### config.mk
export PLATFORM = sky130hd
export DESIGN_NAME = bus_bridge_master
export DESIGN_NICKNAME = d
export VERILOG_FILES = /design/src/rtl/bus_bridge_pkg.sv /design/src/rtl/uart.sv /design/src/rtl/bus_bridge_master.sv
export SDC_FILE = /design/constraint.sdc
export NUM_CORES = 1
export LEC_CHECK = 0
export BUFFER_PORTS_ARGS = -buffer_cell sky130_fd_sc_hd__clkbuf_2
export CAP_MARGIN = 20
export CORE_MARGIN = 4
export CORE_UTILIZATION = 63
export CTS_CLUSTER_DIAMETER = 50
export DETAILED_ROUTE_END_ITERATION = 10
export PLACE_DENSITY = 0.76
export SYNTH_ARGS = -nofsm -noshare
export SYNTH_HDL_FRONTEND = slang
export SYNTH_HIERARCHICAL = 1
export SYNTH_SLANG_ARGS = --single-unit
export TNS_END_PERCENT = 20
### constraint.sdc
create_clock -name clk -period 5.3 [get_ports clk]
set_clock_uncertainty 0.2 [all_clocks]
set_input_delay 0.265 -clock clk [delete_from_list [all_inputs] [get_ports clk]]
set_output_delay 0.265 -clock clk [all_outputs]
set_load 0.02 [all_outputs]
### src/rtl/bus_bridge_pkg.sv
// Shared definitions for both ends of the UART bus bridge.
// Frame layout: {mode, wdata, addr}, with addr in the low bits.
// Helper functions give the frame width and mode bit for any bus widths.
package bus_bridge_pkg;

  localparam logic MODE_WRITE = 1'b1;
  localparam logic MODE_READ  = 1'b0;

  typedef enum logic [2:0] {
    ST_IDLE,
    ST_REQ,
    ST_WAIT_RDY,
    ST_ADDR,
    ST_WDATA,
    ST_RWAIT,
    ST_RDATA,
    ST_UTX
  } bb_state_e;

  // Total frame width: address, write data, then one mode bit on top.
  function automatic int frame_width(input int aw, input int dw);
    return aw + dw + 1;
  endfunction

  // Position of the mode bit; it is always the frame MSB.
  function automatic int mode_bit(input int aw, input int dw);
    return aw + dw;
  endfunction

endpackage

### src/rtl/uart.sv
// Minimal UART: 8N1-style frames (start, data LSB first, stop) of configurable widths.
// Latency: tx starts the cycle after data_en is accepted; rx_ready pulses in the stop bit.
// Backpressure: data_en is ignored while tx_busy is high; the receiver cannot be stalled.
module uart #(
  parameter int CLOCKS_PER_PULSE = 5208,
  parameter int TX_DATA_WIDTH    = 8,
  parameter int RX_DATA_WIDTH    = 8
) (
  input  logic                     clk,
  input  logic                     rstn,
  input  logic                     data_en,
  input  logic [TX_DATA_WIDTH-1:0] tx_data,
  output logic                     tx_busy,
  output logic                     tx,
  input  logic                     rx,
  output logic [RX_DATA_WIDTH-1:0] rx_data,
  output logic                     rx_ready
);

  localparam int CW   = $clog2(CLOCKS_PER_PULSE + 1);
  localparam int TBW  = $clog2(TX_DATA_WIDTH + 3);
  localparam int RBW  = $clog2(RX_DATA_WIDTH + 3);
  // Start-bit delay so samples land mid-bit, allowing for the two-flop synchroniser.
  localparam int HALF = (CLOCKS_PER_PULSE / 2 > 2) ? CLOCKS_PER_PULSE / 2 - 2 : 0;

  logic [TX_DATA_WIDTH+1:0] tx_shift_q, tx_shift_d;
  logic [CW-1:0]            tx_cnt_q, tx_cnt_d, rx_cnt_q, rx_cnt_d;
  logic [TBW-1:0]           tx_bits_q, tx_bits_d;
  logic [RBW-1:0]           rx_bits_q, rx_bits_d;
  logic                     tx_busy_q, tx_busy_d, rx_act_q, rx_act_d, rx_ready_q, rx_ready_d;
  logic [RX_DATA_WIDTH-1:0] rx_shift_q, rx_shift_d;
  logic [1:0]               rx_sync_q, rx_sync_d;
  logic                     rx_s;

  assign rx_s     = rx_sync_q[1];
  assign tx       = tx_shift_q[0];
  assign tx_busy  = tx_busy_q;
  assign rx_data  = rx_shift_q;
  assign rx_ready = rx_ready_q;

  // Transmitter: load {stop, data, start} and shift one bit per pulse period.
  always_comb begin
    tx_shift_d = tx_shift_q;
    tx_cnt_d   = tx_cnt_q;
    tx_bits_d  = tx_bits_q;
    tx_busy_d  = tx_busy_q;
    if (!tx_busy_q) begin
      if (data_en) begin
        tx_shift_d = {1'b1, tx_data, 1'b0};
        tx_busy_d  = 1'b1;
        tx_cnt_d   = '0;
        tx_bits_d  = '0;
      end
    end else if (tx_cnt_q == CW'(CLOCKS_PER_PULSE - 1)) begin
      tx_cnt_d   = '0;
      tx_shift_d = {1'b1, tx_shift_q[TX_DATA_WIDTH+1:1]};
      if (tx_bits_q == TBW'(TX_DATA_WIDTH + 1)) tx_busy_d = 1'b0;
      else tx_bits_d = tx_bits_q + 1'b1;
    end else begin
      tx_cnt_d = tx_cnt_q + 1'b1;
    end
  end

  // Receiver: detect start, re-check it mid-bit, shift data, validate stop.
  always_comb begin
    rx_sync_d  = {rx_sync_q[0], rx};
    rx_cnt_d   = rx_cnt_q;
    rx_bits_d  = rx_bits_q;
    rx_act_d   = rx_act_q;
    rx_shift_d = rx_shift_q;
    rx_ready_d = 1'b0;
    if (!rx_act_q) begin
      if (!rx_s) begin
        rx_act_d  = 1'b1;
        rx_cnt_d  = CW'(HALF);
        rx_bits_d = '0;
      end
    end else if (rx_cnt_q != '0) begin
      rx_cnt_d = rx_cnt_q - 1'b1;
    end else begin
      rx_cnt_d = CW'(CLOCKS_PER_PULSE - 1);
      if (rx_bits_q == '0) begin
        if (rx_s) rx_act_d = 1'b0;
        else rx_bits_d = RBW'(1);
      end else if (rx_bits_q == RBW'(RX_DATA_WIDTH + 1)) begin
        rx_act_d   = 1'b0;
        rx_ready_d = rx_s;
      end else begin
        rx_shift_d = {rx_s, rx_shift_q[RX_DATA_WIDTH-1:1]};
        rx_bits_d  = rx_bits_q + 1'b1;
      end
    end
  end

  // State registers; the line idles high out of reset.
  always_ff @(posedge clk or negedge rstn) begin
    if (!rstn) begin
      tx_shift_q <= '1;
      tx_cnt_q   <= '0;
      tx_bits_q  <= '0;
      tx_busy_q  <= 1'b0;
      rx_sync_q  <= '1;
      rx_cnt_q   <= '0;
      rx_bits_q  <= '0;
      rx_act_q   <= 1'b0;
      rx_shift_q <= '0;
      rx_ready_q <= 1'b0;
    end else begin
      tx_shift_q <= tx_shift_d;
      tx_cnt_q   <= tx_cnt_d;
      tx_bits_q  <= tx_bits_d;
      tx_busy_q  <= tx_busy_d;
      rx_sync_q  <= rx_sync_d;
      rx_cnt_q   <= rx_cnt_d;
      rx_bits_q  <= rx_bits_d;
      rx_act_q   <= rx_act_d;
      rx_shift_q <= rx_shift_d;
      rx_ready_q <= rx_ready_d;
    end
  end

endmodule

### src/rtl/bus_bridge_master.sv
// Remote bridge end: replays UART request frames as serial-bus master transactions.
// Latency: first address bit one cycle after sready; read reply sent once the byte is assembled.
// Backpressure: one pending frame is buffered; a frame arriving while it is full is dropped (ovf).
module bus_bridge_master
  import bus_bridge_pkg::*;
#(
  parameter int DATA_WIDTH            = 8,
  parameter int ADDR_WIDTH            = 12,
  parameter int UART_CLOCKS_PER_PULSE = 5208,
  parameter int RD_TIMEOUT            = 1024
) (
  input  logic clk,
  input  logic rst,
  input  logic u_rx,
  output logic u_tx,
  output logic mbreq,
  input  logic mbgrant,
  output logic mwdata,
  output logic mmode,
  output logic mvalid,
  input  logic sready,
  input  logic mrdata,
  input  logic svalid,
  output logic ovf
);

  localparam int FW       = frame_width(ADDR_WIDTH, DATA_WIDTH);
  localparam int MODE_BIT = mode_bit(ADDR_WIDTH, DATA_WIDTH);
  localparam int MAXW     = (ADDR_WIDTH > DATA_WIDTH) ? ADDR_WIDTH : DATA_WIDTH;
  localparam int BCW      = $clog2(MAXW + 1);
  localparam int TCW      = $clog2(RD_TIMEOUT + 1);
  localparam int IW       = $clog2(FW);

  bb_state_e             state_q, state_d;
  logic                  pend_vld_q, pend_vld_d;
  logic [FW-1:0]         pend_dat_q, pend_dat_d, work_q, work_d;
  logic [BCW-1:0]        bit_cnt_q, bit_cnt_d;
  logic [TCW-1:0]        tmo_cnt_q, tmo_cnt_d;
  logic [DATA_WIDTH-1:0] rd_q, rd_d;
  logic                  mvalid_q, mvalid_d, mwdata_q, mwdata_d, mmode_q, mmode_d;
  logic                  ovf_q, ovf_d, utx_sent_q, utx_sent_d;
  logic                  consume;
  logic [IW-1:0]         bit_idx;
  logic [FW-1:0]         rx_frame;
  logic                  rx_rdy, tx_busy, data_en;

  assign mbreq   = (state_q != ST_IDLE) && (state_q != ST_UTX);
  assign mvalid  = mvalid_q;
  assign mwdata  = mwdata_q;
  assign mmode   = mmode_q;
  assign ovf     = ovf_q;
  assign data_en = (state_q == ST_UTX) && !utx_sent_q;

  uart #(
    .CLOCKS_PER_PULSE(UART_CLOCKS_PER_PULSE),
    .TX_DATA_WIDTH   (DATA_WIDTH),
    .RX_DATA_WIDTH   (FW)
  ) u_uart (
    .clk     (clk),
    .rstn    (~rst),
    .data_en (data_en),
    .tx_data (rd_q),
    .tx_busy (tx_busy),
    .tx      (u_tx),
    .rx      (u_rx),
    .rx_data (rx_frame),
    .rx_ready(rx_rdy)
  );

  // Transaction FSM, serial shifters and the single-entry pending buffer.
  always_comb begin
    state_d    = state_q;
    pend_vld_d = pend_vld_q;
    pend_dat_d = pend_dat_q;
    work_d     = work_q;
    bit_cnt_d  = bit_cnt_q;
    tmo_cnt_d  = tmo_cnt_q;
    rd_d       = rd_q;
    utx_sent_d = utx_sent_q;
    mvalid_d   = 1'b0;
    mwdata_d   = 1'b0;
    mmode_d    = MODE_READ;
    ovf_d      = 1'b0;
    consume    = 1'b0;
    bit_idx    = '0;
    case (state_q)
      ST_IDLE: if (pend_vld_q) begin
        consume   = 1'b1;
        work_d    = pend_dat_q;
        state_d   = ST_REQ;
        bit_cnt_d = '0;
      end
      ST_REQ: if (mbgrant) begin
        state_d   = ST_WAIT_RDY;
        bit_cnt_d = '0;
      end
      // Outputs are registered, so bit 0 is staged here to appear on ADDR's first cycle.
      ST_WAIT_RDY: if (sready) begin
        state_d   = ST_ADDR;
        bit_cnt_d = '0;
        mvalid_d  = 1'b1;
        mwdata_d  = work_q[0];
        mmode_d   = work_q[MODE_BIT];
      end
      ST_ADDR: begin
        mvalid_d  = 1'b1;
        mmode_d   = work_q[MODE_BIT];
        bit_cnt_d = bit_cnt_q + 1'b1;
        if (bit_cnt_q == BCW'(ADDR_WIDTH - 1)) begin
          bit_cnt_d = '0;
          if (work_q[MODE_BIT] == MODE_WRITE) begin
            state_d  = ST_WDATA;
            mwdata_d = work_q[ADDR_WIDTH];
          end else begin
            state_d   = ST_RWAIT;
            mvalid_d  = 1'b0;
            mmode_d   = MODE_READ;
            tmo_cnt_d = '0;
          end
        end else begin
          bit_idx  = IW'(bit_cnt_q) + IW'(1);
          mwdata_d = work_q[bit_idx];
        end
      end
      ST_WDATA: begin
        mvalid_d  = 1'b1;
        mmode_d   = MODE_WRITE;
        bit_cnt_d = bit_cnt_q + 1'b1;
        if (bit_cnt_q == BCW'(DATA_WIDTH - 1)) begin
          state_d   = ST_IDLE;
          bit_cnt_d = '0;
          mvalid_d  = 1'b0;
          mmode_d   = MODE_READ;
        end else begin
          bit_idx  = IW'(ADDR_WIDTH) + IW'(bit_cnt_q) + IW'(1);
          mwdata_d = work_q[bit_idx];
        end
      end
      // Read data arrives LSB first and is shifted in from the top.
      ST_RWAIT: begin
        if (svalid) begin
          rd_d      = {mrdata, rd_q[DATA_WIDTH-1:1]};
          state_d   = ST_RDATA;
          bit_cnt_d = '0;
        end else if (tmo_cnt_q == TCW'(RD_TIMEOUT - 1)) begin
          rd_d       = '1;
          state_d    = ST_UTX;
          bit_cnt_d  = '0;
          utx_sent_d = 1'b0;
        end else begin
          tmo_cnt_d = tmo_cnt_q + 1'b1;
        end
      end
      ST_RDATA: if (svalid) begin
        rd_d      = {mrdata, rd_q[DATA_WIDTH-1:1]};
        bit_cnt_d = bit_cnt_q + 1'b1;
        if (bit_cnt_q == BCW'(DATA_WIDTH - 2)) begin
          state_d    = ST_UTX;
          bit_cnt_d  = '0;
          utx_sent_d = 1'b0;
        end
      end
      ST_UTX: begin
        if (!utx_sent_q) begin
          if (tx_busy) utx_sent_d = 1'b1;
        end else if (!tx_busy) begin
          state_d = ST_IDLE;
        end
      end
      default: state_d = ST_IDLE;
    endcase
    // A frame landing on the consume cycle refills the buffer instead of being dropped.
    if (rx_rdy) begin
      if (!pend_vld_q || consume) begin
        pend_vld_d = 1'b1;
        pend_dat_d = rx_frame;
      end else begin
        ovf_d = 1'b1;
      end
    end else if (consume) begin
      pend_vld_d = 1'b0;
    end
  end

  // State registers; reset aborts any transaction in flight.
  always_ff @(posedge clk or posedge rst) begin
    if (rst) begin
      state_q    <= ST_IDLE;
      pend_vld_q <= 1'b0;
      pend_dat_q <= '0;
      work_q     <= '0;
      bit_cnt_q  <= '0;
      tmo_cnt_q  <= '0;
      rd_q       <= '0;
      utx_sent_q <= 1'b0;
      mvalid_q   <= 1'b0;
      mwdata_q   <= 1'b0;
      mmode_q    <= 1'b0;
      ovf_q      <= 1'b0;
    end else begin
      state_q    <= state_d;
      pend_vld_q <= pend_vld_d;
      pend_dat_q <= pend_dat_d;
      work_q     <= work_d;
      bit_cnt_q  <= bit_cnt_d;
      tmo_cnt_q  <= tmo_cnt_d;
      rd_q       <= rd_d;
      utx_sent_q <= utx_sent_d;
      mvalid_q   <= mvalid_d;
      mwdata_q   <= mwdata_d;
      mmode_q    <= mmode_d;
      ovf_q      <= ovf_d;
    end
  end

endmodule

==> results.py <==
metrics = {
    "outcome": {
        "status": "complete, no violations",
    },
    "routing": {
        "antenna_left": 0,
        "vias": 5354,
        "dr.pass1.iters": 5,
        "wl_per_cell_um": 17.2,
        "wl_um": 14700,
        "drcViolationCount": 0,
        "first_iter_violations": 530,
        "vias_per_cell": 6.28,
    },
    "sta": {
        "fin_crit_ns": 3.11,
        "fin_ws_ns": 2.19,
        "post-route-period-util_pct": 58.7,
        "rsz0062_at_grt": "false",
        "tightest_slew_ns": 1.06,
        "fin_tns_setup_ns": 0,
        "clock.fmax_mhz": 322,
        "setup_viol": 0,
        "hold_viol": 0,
        "max_slew_margin_pct": 29.3,
        "finalMaxSlewViolations": 0,
    },
    "clock_tree": {
        "cts_root_buf": "clkbuf_16",
        "cts_tree": "yes",
        "clockBufferDepth": 2,
        "clkSlewWorstSetupHoldPaths_ns": 0.06,
        "clock-sinks": 144,
        "ctsHoldBuffers": 3,
        "clk_latency_ns": 0.43,
        "cts_setup_buffers": 0,
        "cts_buffers": 17,
        "cts_resized": 0,
        "cts_max_level": 4,
    },
    "floorplanning": {
        "io_pins": 13,
        "row_count": 39,
        "fp.coreArea_um2": 11600,
        "chipHeight_um": 117,
        "die_x_um": 117,
        "initial_core_util_pct": 64.9,
        "die-area_um2": 13700,
    },
    "final_layout": {
        "final_cell_mix": "dfrtp_1 (133), mux2_2 (64), nor2_1 (57), nand2_1 (50), a21oi_1 (38)",
        "areaGrowthSynthToFinish_pct": 9.01,
        "final_cells": 853,
        "final_common_cell": "dfrtp_1",
        "antenna_cells": 0,
        "drive_gt1_share_pct": 20.4,
        "nets": 718,
    },
    "power_and_ir_drop": {
        "swShare_pct": 20.0,
        "p_seq_share_pct": 46.5,
        "power_density_nw_per_um2": 290,
        "switchingPower_uw": 475,
        "ir_drop_mv": 0.253,
        "combinationalPowerShare_pct": 1.3,
        "power_leakage_nw": 3.78,
        "clkPwrFrac_pct": 52.1,
        "internal_power_mw": 1.90,
    },
    "run": {
        "maxCapViolations": 0,
    },
    "grt": {
        "grt_overflow": 0,
        "track_usage_pct": 23.6,
        "grt_first_pass_wirelength_um": 25200,
        "grt_start_max_net_pins": 104,
        "grt_antenna_before_repair": 0,
        "grt_pass1_vias": 5260,
    },
    "worst_setup_path": {
        "crit_chain": "clkinv_1 -> nor4_4 -> buf_4 -> mux2_2",
        "rrSetupSlack_ns": 2.19,
        "crit_path_end_kind": "flop",
        "cp-start-kind": "flop",
        "crit_fanout": 33,
        "required_ns": 5.41,
        "reg2reg_depth": 4,
        "r2r_start": "u_uart/rx_act_q",
        "max_stage_delay_ns": 0.97,
        "reg2reg_to": "u_uart/rx_data[4]",
        "crit_path_top_delay_cell": "dfrtp_1",
        "critPathArrivalTime_ns": 3.21,
        "critPathKind": "reg -> reg",
    },
    "logic_synthesis": {
        "ys_seq_elements": 144,
        "synth_edf_count": 0,
        "syn_avg_cell_area_um2": 10.7,
        "synth_cells": 703,
        "syn_nets": 721,
        "synth.largest_area_cell": "dfrtp_1",
        "synth_area_leaders": "dfrtp_1 (44%), mux2_2 (9.6%), dfstp_2 (3.8%)",
        "synthDistinctLibCells": 84,
        "synth-seq-area-share_pct": 48.2,
        "netlist_area_um2": 7510,
        "synthArstFlopShare_pct": 100,
        "synth_ff_type": "dfrtp_1",
        "synth_top_area_share_pct": 44.3,
        "synth-warning-count": 6,
    },
    "min_path": {
        "hold_depth": 5,
        "hp-class": "in -> reg",
        "worstHoldEndpoint": "mmode",
        "hold_start": "sready",
    },
    "place": {
        "routabilityCongestion": 0.855,
        "portBuffers": 12,
        "dpl.cell_count": 820,
        "place_hpwl_um": 9350,
        "pre_cts_ws_ns": 2.21,
    },
}
worst max-delay path, delay by kind of cell (launching register included):
family        cells  cell delay (ns)
simple gates      1             0.48
flops             1             0.97
mux               1             0.38
buf+inv           2             0.92
power groups by stage:
| stage | sequential (mW) | combinational [mW] | clock (mW) |
|---|---|---|---|
| after floorplan | 1.12 | 0.0228 | 0 |
| after global placement | 1.12 | 0.0314 | 0 |
| after detailed placement | 1.12 | 0.0320 | 0 |
| after CTS | 1.10 | 0.0337 | 1.26 |
| after global routing | 1.10 | 0.0377 | 1.32 |
| final | 1.10 | 0.0320 | 1.24 |
flip-flops by register name, indices dropped and copies added, names as in the netlist, 5 cells and up:
register / count
pend_dat_q: 21
rd_q: 8
u_uart/rx_bits_q: 5
work_q: 21
u_uart/rx_data: 21
u_uart/tx_shift_q: 9
u_uart/tx_cnt_q: 13
tmo_cnt_q: 11
u_uart/rx_cnt_q: 13
through the flow:
stage | power [mW] | hold slack, ns | util, % | cell area, µm²
after floorplan | 1.14 | 0.0695 | - | 7510
after global placement | 1.16 | 0.147 | 65.2 | 7540
after detailed placement | 1.16 | 0.148 | 65.2 | 7540
after CTS | 2.40 | 0.0137 | 70.7 | 8180
after global routing | 2.46 | 0.0786 | 70.8 | 8190
final | 2.37 | 0.0324 | 70.8 | 8190
routing by layer:
metal	wire [µm]	vias up	share of wire, %	GRT usage [%]
li1	-	2552	-	-
met4	232	0	1.6	8.87
met3	580	28	4.0	5.86
met2	7220	130	49	38.1
met5	0	-	0	0
met1	6660	2644	45	30.9
cell type report:
cell class | count | area [µm²]
inverters | 16 | 65.1
repair buffers | 20 | 128
multi-input cells | 501 | 3590
well taps | 143 | 179
flip-flops and latches | 144 | 3620
fillers | 848 | 3380
clock buffers | 19 | 443
clock inverters | 10 | 164
logic make-up (layout without fill, tap and decap cells):
group	Yosys count	after routing	share of synthesized area, %
simple gates	255	255	18.8
flops	144	144	48.2
compound gates	135	135	12.1
mux	88	88	13.6
buf+inv	58	65	4.01
fa+ha+maj	12	12	1.97
xor+xnor	11	11	1.28
cell usage after synthesis (3+ instances only):
| cell type | n |
|---|---|
| nand2_1 | 50 |
| a21oi_1 | 38 |
| and3_1 | 12 |
| nor3b_1 | 4 |
| o31ai_1 | 3 |
| a211oi_1 | 10 |
| buf_4 | 4 |
| nor3_1 | 9 |
| nor2_1 | 57 |
| nand4_1 | 9 |
| a22o_1 | 3 |
| o211ai_1 | 8 |
| nand2b_1 | 8 |
| nor4_1 | 8 |
| nor2b_1 | 15 |
| buf_1 | 3 |
| o22ai_1 | 6 |
| inv_1 | 15 |
| a31oi_1 | 6 |
| mux2i_1 | 18 |
| buf_6 | 5 |
| nand3_1 | 34 |
| nand3b_1 | 10 |
| o21ai_0 | 27 |
| mux2_2 | 64 |
| buf_2 | 11 |
| nand4b_1 | 6 |
| mux4_2 | 5 |
| o22a_1 | 3 |
| ha_1 | 11 |
| o2bb2ai_1 | 4 |
| a21o_1 | 5 |
| dfrtp_1 | 133 |
| xor2_1 | 9 |
| or3_1 | 7 |
| clkbuf_1 | 17 |
| dfstp_2 | 11 |
worst max path at each step:
stage,from,end,depth (start not counted)
after floorplan,rst,bit_cnt_q[0],1
after global placement,state_q[0],u_uart/tx_bits_q[2],5
after detailed placement,state_q[0],u_uart/tx_bits_q[2],5
after CTS,state_q[0],u_uart/tx_cnt_q[6],5
after global routing,u_uart/rx_cnt_q[3],u_uart/rx_data[17],5
final,u_uart/rx_act_q,u_uart/rx_data[4],4
No activity file was read; power rests on OpenSTA's default activity.
